$ cat src/rtl/com_mem_pkg.sv
// Shared types and helpers for the managed single-clock RAM family.
// Also provides the system-config bus width when the platform does not define it.
`ifndef COM_SYS_W
`define COM_SYS_W 8
`endif

package com_mem_pkg;

  typedef enum logic [1:0] {
    IDLE = 2'd0,
    INIT = 2'd1,
    DONE = 2'd2
  } init_state_e;

  localparam int RD_LAT_1 = 1;
  localparam int RD_LAT_2 = 2;

  // Widest data path the lane helper supports.
  localparam int MAX_W = 256;

  function automatic int lane_w(input int data_w, input int strb_w);
    return data_w / strb_w;
  endfunction

  // Bits set in mask take new_d, the rest keep old_d.
  function automatic logic [MAX_W-1:0] merge_lanes(input logic [MAX_W-1:0] mask,
                                                   input logic [MAX_W-1:0] new_d,
                                                   input logic [MAX_W-1:0] old_d);
    return (mask & new_d) | (~mask & old_d);
  endfunction

endpackage

$ cat src/rtl/com_mem_init_fsm.sv
// Init sequencer: sweeps every address once after reset or on request, then flags the RAM usable.
module com_mem_init_fsm
  import com_mem_pkg::*;
#(
  parameter int  DEPTH   = 64,
  parameter bit  INIT_EN = 1'b1,
  localparam int ADDR_W  = $clog2(DEPTH)
) (
  input  logic              clk,
  input  logic              rst,
  input  logic              init_start_i,
  output logic              init_we_o,
  output logic [ADDR_W-1:0] init_addr_o,
  output logic              init_done_o
);

  localparam logic [ADDR_W-1:0] LAST = ADDR_W'(DEPTH - 1);

  init_state_e       state_q;
  logic [ADDR_W-1:0] cnt_q;
  logic              we_q;
  logic              done_q;

  // NOTE: state is only ever assigned with <= so every register samples the
  // pre-edge values, independent of statement order inside the block.
  always_ff @(posedge clk or posedge rst) begin
    if (rst) begin
      state_q <= IDLE;
      cnt_q   <= '0;
      we_q    <= 1'b0;
      done_q  <= !INIT_EN;
    end else begin
      case (state_q)
        IDLE: begin
          if (INIT_EN) begin
            state_q <= INIT;
            cnt_q   <= '0;
            we_q    <= 1'b1;
          end else begin
            state_q <= DONE;
          end
        end
        INIT: begin
          done_q <= 1'b0;
          if (cnt_q == LAST) begin
            state_q <= DONE;
            we_q    <= 1'b0;
          end else begin
            cnt_q <= cnt_q + 1'b1;
          end
        end
        DONE: begin
          done_q <= 1'b1;
          if (INIT_EN && init_start_i) begin
            state_q <= INIT;
            cnt_q   <= '0;
            we_q    <= 1'b1;
          end
        end
        default: state_q <= IDLE;
      endcase
    end
  end

  assign init_we_o   = we_q;
  assign init_addr_o = cnt_q;
  assign init_done_o = done_q;

endmodule

$ cat src/rtl/com_tpram1ck_shell.sv
// Single-clock two-port RAM storage: one lane-masked write port, one registered read port.
module com_tpram1ck_shell
  import com_mem_pkg::*;
#(
  parameter int DATA_W   = 32,
  parameter int DEPTH    = 64,
  parameter int STRB_W   = 1,
  parameter int MEM_USER = 0,
  localparam int ADDR_W  = $clog2(DEPTH)
) (
  input  logic                  clk,
  input  logic [`COM_SYS_W-1:0] sys_cfg_i,
  input  logic [STRB_W-1:0]     wr_en_i,
  input  logic [ADDR_W-1:0]     wr_addr_i,
  input  logic [DATA_W-1:0]     wr_data_i,
  input  logic                  rd_en_i,
  input  logic [ADDR_W-1:0]     rd_addr_i,
  output logic [DATA_W-1:0]     rd_data_o
);

  localparam int LANE_W = lane_w(DATA_W, STRB_W);

  logic [DATA_W-1:0] mem_q [DEPTH];
  logic [DATA_W-1:0] rd_q;

  // The generic shell has no macro tuning hooks to drive.
  logic unused_cfg;
  assign unused_cfg = ^{sys_cfg_i, 32'(MEM_USER)};

  // NOTE: the array has no reset; contents are defined by the init engine, and a
  // reset on every word would turn the RAM into a flop bank.
  always_ff @(posedge clk) begin
    for (int l = 0; l < STRB_W; l++) begin
      if (wr_en_i[l]) mem_q[wr_addr_i][l*LANE_W +: LANE_W] <= wr_data_i[l*LANE_W +: LANE_W];
    end
    if (rd_en_i) rd_q <= mem_q[rd_addr_i];
  end

  assign rd_data_o = rd_q;

endmodule

$ cat src/rtl/com_tpram1ck_ctrl.sv
// Managed two-port RAM: init engine, 1/2-cycle read latency with valid, per-lane
// same-cycle write forwarding and out-of-range address protection around the shell.
module com_tpram1ck_ctrl
  import com_mem_pkg::*;
#(
  parameter int              DATA_W    = 32,
  parameter int              DEPTH     = 64,
  parameter int              STRB_W    = 1,
  parameter int              MEM_USER  = 0,
  parameter int              RD_LAT    = 1,
  parameter bit              INIT_EN   = 1'b1,
  parameter logic [DATA_W-1:0] INIT_VAL = '0,
  parameter bit              BYPASS_EN = 1'b1,
  localparam int             ADDR_W    = $clog2(DEPTH)
) (
  input  logic                  clk,
  input  logic                  rst,
  input  logic [`COM_SYS_W-1:0] sys_cfg,
  input  logic                  init_start,
  output logic                  init_done,
  input  logic [STRB_W-1:0]     wr_en,
  input  logic [ADDR_W-1:0]     wr_addr,
  input  logic [DATA_W-1:0]     wr_data,
  input  logic                  rd_en,
  input  logic [ADDR_W-1:0]     rd_addr,
  output logic [DATA_W-1:0]     rd_data,
  output logic                  rd_vld
);

  localparam int              LANE_W  = lane_w(DATA_W, STRB_W);
  localparam logic [ADDR_W:0] DEPTH_L = (ADDR_W + 1)'(DEPTH);

  if (DATA_W % STRB_W != 0) begin : g_bad_strb
    $error("DATA_W must be a multiple of STRB_W");
  end
  if (RD_LAT != RD_LAT_1 && RD_LAT != RD_LAT_2) begin : g_bad_lat
    $error("RD_LAT must be 1 or 2");
  end
  if (DATA_W > MAX_W) begin : g_bad_width
    $error("DATA_W exceeds the lane helper width");
  end

  logic              init_we;
  logic [ADDR_W-1:0] init_addr;
  logic              wr_in_rng, rd_in_rng, rd_acc;
  logic [STRB_W-1:0] usr_we, mem_we, fwd_mask_d, fwd_mask_q;
  logic [ADDR_W-1:0] mem_waddr;
  logic [DATA_W-1:0] mem_wdata, mem_rdata, fwd_data_q, fwd_bits, rd_mux;
  logic              vld1_q, oor_q;

  com_mem_init_fsm #(.DEPTH(DEPTH), .INIT_EN(INIT_EN)) u_init (
    .clk         (clk),
    .rst         (rst),
    .init_start_i(init_start),
    .init_we_o   (init_we),
    .init_addr_o (init_addr),
    .init_done_o (init_done)
  );

  assign wr_in_rng = {1'b0, wr_addr} < DEPTH_L;
  assign rd_in_rng = {1'b0, rd_addr} < DEPTH_L;

  // User traffic is dropped until the RAM is usable; init sweeps win the write port.
  assign usr_we    = (init_done && wr_in_rng && !init_we) ? wr_en : '0;
  assign rd_acc    = rd_en && init_done;
  assign mem_we    = init_we ? '1 : usr_we;
  assign mem_waddr = init_we ? init_addr : wr_addr;
  assign mem_wdata = init_we ? INIT_VAL : wr_data;

  com_tpram1ck_shell #(
    .DATA_W(DATA_W), .DEPTH(DEPTH), .STRB_W(STRB_W), .MEM_USER(MEM_USER)
  ) u_shell (
    .clk      (clk),
    .sys_cfg_i(sys_cfg),
    .wr_en_i  (mem_we),
    .wr_addr_i(mem_waddr),
    .wr_data_i(mem_wdata),
    .rd_en_i  (rd_acc && rd_in_rng),
    .rd_addr_i(rd_addr),
    .rd_data_o(mem_rdata)
  );

  // The shell returns pre-write data on a collision; remember which lanes to patch.
  assign fwd_mask_d = (BYPASS_EN && rd_addr == wr_addr) ? usr_we : '0;

  always_ff @(posedge clk or posedge rst) begin
    if (rst) begin
      vld1_q     <= 1'b0;
      oor_q      <= 1'b0;
      fwd_mask_q <= '0;
      fwd_data_q <= '0;
    end else begin
      vld1_q <= rd_acc;
      if (rd_acc) begin
        oor_q      <= !rd_in_rng;
        fwd_mask_q <= fwd_mask_d;
        fwd_data_q <= wr_data;
      end
    end
  end

  for (genvar l = 0; l < STRB_W; l++) begin : g_lane
    assign fwd_bits[l*LANE_W +: LANE_W] = {LANE_W{fwd_mask_q[l]}};
  end

  assign rd_mux = oor_q ? '0
                : DATA_W'(merge_lanes(MAX_W'(fwd_bits), MAX_W'(fwd_data_q), MAX_W'(mem_rdata)));

  if (RD_LAT == RD_LAT_1) begin : g_lat1
    logic [DATA_W-1:0] hold_q;
    always_ff @(posedge clk or posedge rst) begin
      if (rst)         hold_q <= '0;
      else if (vld1_q) hold_q <= rd_mux;
    end
    assign rd_data = vld1_q ? rd_mux : hold_q;
    assign rd_vld  = vld1_q;
  end else begin : g_lat2
    logic [DATA_W-1:0] out_q;
    logic              vld2_q;
    always_ff @(posedge clk or posedge rst) begin
      if (rst) begin
        out_q  <= '0;
        vld2_q <= 1'b0;
      end else begin
        vld2_q <= vld1_q;
        if (vld1_q) out_q <= rd_mux;
      end
    end
    assign rd_data = out_q;
    assign rd_vld  = vld2_q;
  end

`ifndef SYNTHESIS
  always @(posedge clk) begin
    if (!rst && init_done) begin
      assert (!(|wr_en) || wr_in_rng) else $warning("write address %0d beyond DEPTH", wr_addr);
      assert (!rd_en || rd_in_rng) else $warning("read address %0d beyond DEPTH", rd_addr);
    end
  end
`endif

endmodule

$ cat config.mk
export PLATFORM = sky130hd
export DESIGN_NAME = com_tpram1ck_ctrl
export DESIGN_NICKNAME = d
export VERILOG_FILES = /design/src/rtl/com_mem_pkg.sv /design/src/rtl/com_mem_init_fsm.sv /design/src/rtl/com_tpram1ck_shell.sv /design/src/rtl/com_tpram1ck_ctrl.sv
export SDC_FILE = /design/constraint.sdc
export NUM_CORES = 2
export LEC_CHECK = 0
export BUFFER_PORTS_ARGS = -buffer_cell sky130_fd_sc_hd__buf_2
export CELL_PAD_IN_SITES_DETAIL_PLACEMENT = 0
export CELL_PAD_IN_SITES_GLOBAL_PLACEMENT = 1
export CORE_MARGIN = 2
export CORE_UTILIZATION = 44
export CTS_BUF_LIST = sky130_fd_sc_hd__clkbuf_4
export CTS_CLUSTER_DIAMETER = 200
export DETAILED_ROUTE_END_ITERATION = 6
export PLACE_DENSITY_LB_ADDON = 0.1
export SLEW_MARGIN = 20
export SYNTH_ARGS = -nofsm -noshare
export SYNTH_HDL_FRONTEND = slang
export SYNTH_SLANG_ARGS = --single-unit
$ cat constraint.sdc
create_clock -name clk -period 4.13 [get_ports clk]
set_input_delay 0.2065 -clock clk [delete_from_list [all_inputs] [get_ports clk]]
set_output_delay 0.2065 -clock clk [all_outputs]
set_load 0.02 [all_outputs]
Word level (Yosys, flattened, before mapping)
Memory sizes are Yosys's and may differ from the RTL's. A register that Yosys moved wholly into a read port is not among the register bits.
Cells that the tools add are included.
{"block": "word_totals", "output_inout_bits": 34, "n_memories": 1, "in_bits": 57, "elab_cells": 48, "regBits": 76, "ramBits": 2048}
{"block": "classes", "n_eq_ne": 7, "muxes": 18, "reduce_logical": 9, "add_sub_neg": 1, "bitwise_logic": 4}
{"memory": "u_shell.mem_q", "depth": 64, "width": 32, "rd": 1, "rd_ports_with_merged_regs": 1, "wr": 1, "line": "com_tpram1ck_shell.sv:23", "text": "logic [DATA_W-1:0] mem_q [DEPTH];"}
{"operator": "bitwise AND 32 bit", "n": 2}
{"operator": "2-to-1 mux 32 bit", "n": 2}
{"operator": "NOT 32 bit", "n": 1}
{"operator": "OR 32 bit", "n": 1}
{"operator": "2-to-1 mux 6 bit", "n": 3}
{"operator": "one-hot mux 6 bit (3 select lines)", "n": 1}
{"operator": "2-to-1 mux 1 bit", "n": 7}
{"operator": "adder 6 x 1 -> 6 bit (second input constant)", "n": 1}
{"operator": "== test 6 bit", "n": 1}
{"operator": "== test 6 bit (second input constant)", "n": 1}
{"operator": "one-hot mux 2 bit (3 select lines)", "n": 1}
{"operator": "AND reduction 3 bit", "n": 2}
{"operator": "2-to-1 mux 2 bit", "n": 2}
{"operator": "inequality test 2 bit (second input constant)", "n": 2}
{"operator": "one-hot mux 1 bit (3 select lines)", "n": 1}
{"operator": "nonzero test 3 bit", "n": 1}
{"operator": "== test 2 x 1 -> 1 bit (second input constant)", "n": 1}
{"operator": "== test 2 bit (second input constant)", "n": 1}
{"operator": "logical AND 1 bit", "n": 2}
{"operator": "zero test 2 bit", "n": 1}
{"operator": "inequality test 2 x 1 -> 1 bit (second input constant)", "n": 1}
{"operator": "one-hot mux 1 bit (2 select lines)", "n": 1}
{"operator": "AND reduction 2 bit", "n": 1}
{"operator": "nonzero test 2 bit", "n": 1}
{"operator": "zero test 1 bit", "n": 1}

Logic depth before layout (Yosys ltp)
{"block": "depth", "word_depth": 6, "ltp_mapped": 10, "mapped_depth_nobuf": 7}

Cells and area by module
From an unflattened synthesis, not the netlist that was laid out.
{"block": "unflattened", "cells_unflattened": 3653, "area_unflattened_um2": 82600.5}
{"mod": "com_tpram1ck_shell", "cells_per_inst": 3324, "seq_area_each_um2": 62459.9, "n_inst": 1, "area_per_inst_um2": 78835.6}
{"mod": "com_tpram1ck_ctrl", "cells_per_inst": 264, "seq_area_each_um2": 1651.6, "n_inst": 1, "area_per_inst_um2": 3126.7}
{"mod": "com_mem_init_fsm", "cells_per_inst": 65, "seq_area_each_um2": 250.2, "n_inst": 1, "area_per_inst_um2": 638.1}

Worst setup path before layout
OpenSTA, ideal clock, no wires.
{"block": "synth_path", "path_type": "register to register", "startpoint": "register u_init.we_q, in the netlist u_init.init_we_o", "endpoint": "memory u_shell.mem_q[33][0] (enable)", "arrival_time_ns": 2.739, "synth_period_minus_slack_ns": 3.161, "slack_ns": 0.969, "stages_incl_launch_ff": 7, "path_buffers": 2, "path_cell_list": "dfrtp_1 -> clkbuf_1 -> clkbuf_1 -> nand2_1 -> o21ai_0 -> nand2_1 -> nor2_1"}
{"block": "synth_between", "elab_chain_len": 6}
{"item": "start: declaration", "line": "com_mem_init_fsm.sv:21", "text": "logic we_q;"}
{"item": "start signal: assignment", "line": "com_mem_init_fsm.sv:30", "text": "we_q <= 1'b0;"}
{"item": "start signal: assignment", "line": "com_mem_init_fsm.sv:38", "text": "we_q <= 1'b1;"}
{"item": "start signal: assignment", "line": "com_mem_init_fsm.sv:47", "text": "we_q <= 1'b0;"}
{"item": "zero test 1 bit", "line": "com_tpram1ck_ctrl.sv:64", "text": "assign usr_we = (init_done && wr_in_rng && !init_we) ? wr_en : '0;"}
{"item": "logical AND 1 bit", "line": "com_tpram1ck_ctrl.sv:64"}
{"item": "2-to-1 mux 1 bit", "line": "com_tpram1ck_ctrl.sv:64"}
{"item": "2-to-1 mux 1 bit", "line": "com_tpram1ck_ctrl.sv:66", "text": "assign mem_we = init_we ? '1 : usr_we;"}
{"item": "2-to-1 mux 1 bit", "line": "com_tpram1ck_shell.sv:34", "text": "if (wr_en_i[l]) mem_q[wr_addr_i][l*LANE_W +: LANE_W] <= wr_data_i[l*LANE_W +: LANE_W];"}
{"item": "2-to-1 mux 1 bit (implied by the code)", "line": "com_tpram1ck_shell.sv:34"}
{"item": "end: declaration", "line": "com_tpram1ck_shell.sv:23"}
Parallel ways exist; a longest one is shown, timed or not.

Worst setup path in the final report
{"block": "layout_path", "startpoint": "register u_init.we_q, in the netlist u_init.init_we_o", "endpoint": "memory u_shell.mem_q[5][3] (enable)"}
The elaborated chain is that of the path after synthesis.

==> reports/qor.yml <==
worst_setup_path:
  reg2reg_slack_ns: 0.40
  required_ns: 5.10
  worst_ep_arrival_time_ns: 4.69
  end_kind: "register"
  reg2reg_from: "u_init.init_we_o$_DFFE_PP0P_"
  r2r_cells: 7
  rr_endpoint: "u_shell.mem_q[5][3]$_DFFE_PP_"
  critical_path_class: "register to register"
  cp_max_fo: 30
  startpoint_type: "register"
global_route:
  antenna_found_initial: 21
  grt_pass1_vias: 44100
  grt_pass1_wl_um: 326000
  grt_usage: 0.245
  grt_max_degree: 66
  overflow: 0
floorplanning:
  initial_utilization: 0.443
  io_pins: 91
  dieArea_mm2: 0.190
  die_x_um: 436
  fp.dieH_um: 436
  core_mm2: 0.185
  rows: 158
timing:
  tightestPinTransition_ns: 1.14
  final.min_clock_period_ns: 3.73
  max_freq_mhz: 268
  setup_tns_ns: 0
  maxSlewHeadroom: 0.241
  worst_slack_ns: 0.405
  fin_skew_ns: 0.0919
  period_share: 0.902
  rsz0062_at_grt: "false"
  setup_viol: 0
  final_max_slew_viol_count: 0
  hold_violations: 0
clocking:
  clk_latency_ns: 1.39
  cts-root-buf: "clkbuf_4"
  cts_tree: "built"
  htreeDepth: 6
  post_cts_buffers: 0
  clock_path_buffers: 4
  cts_buffers: 583
  cts_sinks: 2156
  clk_pin_slew_worst_paths_ns: 0.06
hold_path:
  min_to: "u_shell.rd_data_o[5]$_DFFE_PP_"
  min_from: "rd_addr[0]"
  hold_depth: 5
  hp-class: "input port to register"
yosys:
  synth_flop_cell: "edfxtp_1"
  seq_area_frac_synth: 0.784
  synth_edf_count: 2080
  syn_avg_cell_area_um2: 22.1
  async_flop_share: 0.0353
  synthDistinctLibCells: 54
  synth-seq-cells: 2156
  synthesis.nets: 3783
  yosys_warnings: 0
  syn-cell-area_mm2: 0.0821
  netlist_instances: 3721
finish:
  final_nets: 4646
  fill_cells: 15200
  area_delta_synth_final_pct: 17.2
  drive_gt1_frac: 0.378
  final_cell_mix: "edfxtp_1, clkbuf_4, mux4_2"
  final_common_cell: "edfxtp_1"
placement:
  gp_congestion: 0.804
  dp_hpwl_um: 135000
  pre_cts_slack_ns: 0.674
  io_buffers: 82
power_and_ir_drop:
  p_per_area_mw_per_mm2: 446
  ir_drop_uv: 188
  power_mw: 42.9
  p_leak_nw: 27.8
detailed_routing:
  route.detailed.drc: 0
  wl_per_cell_um: 31.2
  via_per_inst: 5.71
  vias: 42500
  antenna_left: 0
  wl_um: 232000
  drt_first_pass_iters: 5
  drt_iter0_drc: 4286
flow_run:
  maxCapViolations: 0
run_status:
  outcome: "completed"
-- worst max-delay path, stage by stage (launching register included) --
cell and delay, ns:
dfrtp_4 0.57, nor2_1 0.18, a22o_1 0.18, dlygate4sd3_1 0.56, nand2_1 0.33, dlygate4sd3_1 0.80, nor2_4 0.15, buf_4 0.50
-- sequential cells by signal (all words and copies together) (netlist names) --
register            flops
fwd_data_q             32
fwd_mask_q              1
g_lat1.hold_q          32
rd_vld                  1
u_init.init_addr_o      6
u_init.init_done_o      1
u_init.init_we_o        1
u_init.state_q          2
u_shell.mem_q        2048
u_shell.rd_data_o      32
-- cells in the mapped netlist (all sizes together), types with 3 or more instances --
master,n,area [µm²]
o32ai,3,26.3
a22o,8,70.1
a32o,4,40.0
dfrtp,76,1900
nand4,3,18.8
a21oi,50,250
or3,7,43.8
o21ai,13,65.1
mux2,41,462
nand3,15,75.1
xnor2,4,35.0
clkbuf,114,428
o22a,32,280
inv,12,45.0
nand2b,5,31.3
nor3,21,105
o22ai,144,901
nand2,55,206
nor4,31,194
o311ai,6,52.6
and2,41,257
ha,5,62.6
mux4,499,11200
buf,91,512
a211oi,51,383
nor2,138,518
o221ai,21,184
nor2b,40,250
edfxtp,2080,62500
mux2i,79,791
-- final cells by class --
cell class                      instances  area [µm²]  share of cell area
Sequential cell                      2156       64400               0.668
Multi-Input combinational cell       1346       17500               0.182
Clock buffer                          837        6280              0.0653
Timing Repair Buffer                  483        4310              0.0447
Tap cell                             2480        3100              0.0322
Clock inverter                        115         627             0.00651
Inverter                               14        53.8            0.000559
Antenna cell                           12        30.0            0.000312
-- cell families after synthesis --
family | after synthesis | share of synthesized area
AND/OR/NAND/NOR | 364 | 0.0214
AO/OA/AOI/OAI | 352 | 0.0294
XOR/XNOR | 6 | 0.000640
adder cells (fa/ha/maj) | 5 | 0.000762
flip-flops | 2156 | 0.784
buffers and inverters | 219 | 0.0121
multiplexers | 619 | 0.152
-- timing repair --
action | CTS | global route
endpoints found under the hold margin | 2476 | 0
gates resized for setup | 0 | 0
hold buffers | 126 | 0
-- worst max path at each step --
stage | depth (start not counted) | from | to | slack, ns
after floorplan | 6 | u_init.init_we_o$_DFFE_PP0P_ | u_shell.mem_q[33][0]$_DFFE_PP_ | 0.97
after global placement | 9 | rd_addr[3] | u_shell.rd_data_o[20]$_DFFE_PP_ | 0.30
after detailed placement | 7 | rd_addr[0] | u_shell.rd_data_o[10]$_DFFE_PP_ | 0.67
after CTS | 3 | fwd_mask_q$_DFFE_PP0P_ | rd_data[25] | 0.38
after global routing | 7 | u_init.init_we_o$_DFFE_PP0P_ | u_shell.mem_q[4][12]$_DFFE_PP_ | 0.24
final | 7 | u_init.init_we_o$_DFFE_PP0P_ | u_shell.mem_q[5][3]$_DFFE_PP_ | 0.40
-- where the power goes --
part           leakage (nW)  internal [mW]  switching [mW]
sequential             16.7           23.6               0
combinational          6.90          0.511           0.709
clock                  4.17           9.65            8.43
-- routing by layer --
metal / vias to the layer above / part of all wire / track usage
met1: 22800 / 0.44 / 0.356
met5: - / 0.00014 / 0
met2: 1624 / 0.46 / 0.370
li1: 17900 / - / -
met3: 274 / 0.080 / 0.0597
met4: 4 / 0.021 / 0.0713
-- stage by stage --
step           utilization  cell area (µm²)  std cells  hold WS [ns]
2_1_floorplan            -            82100       3721         0.357
3_3_place_gp         0.474            88000       6349         0.421
3_5_place_dp         0.475            88000       6350         0.423
4_1_cts              0.519            96200       7428       0.00432
5_1_grt              0.519            96300       7432        0.0850
6_report             0.519            96300       7443         0.148
No activity file was read; power rests on OpenSTA's default activity.
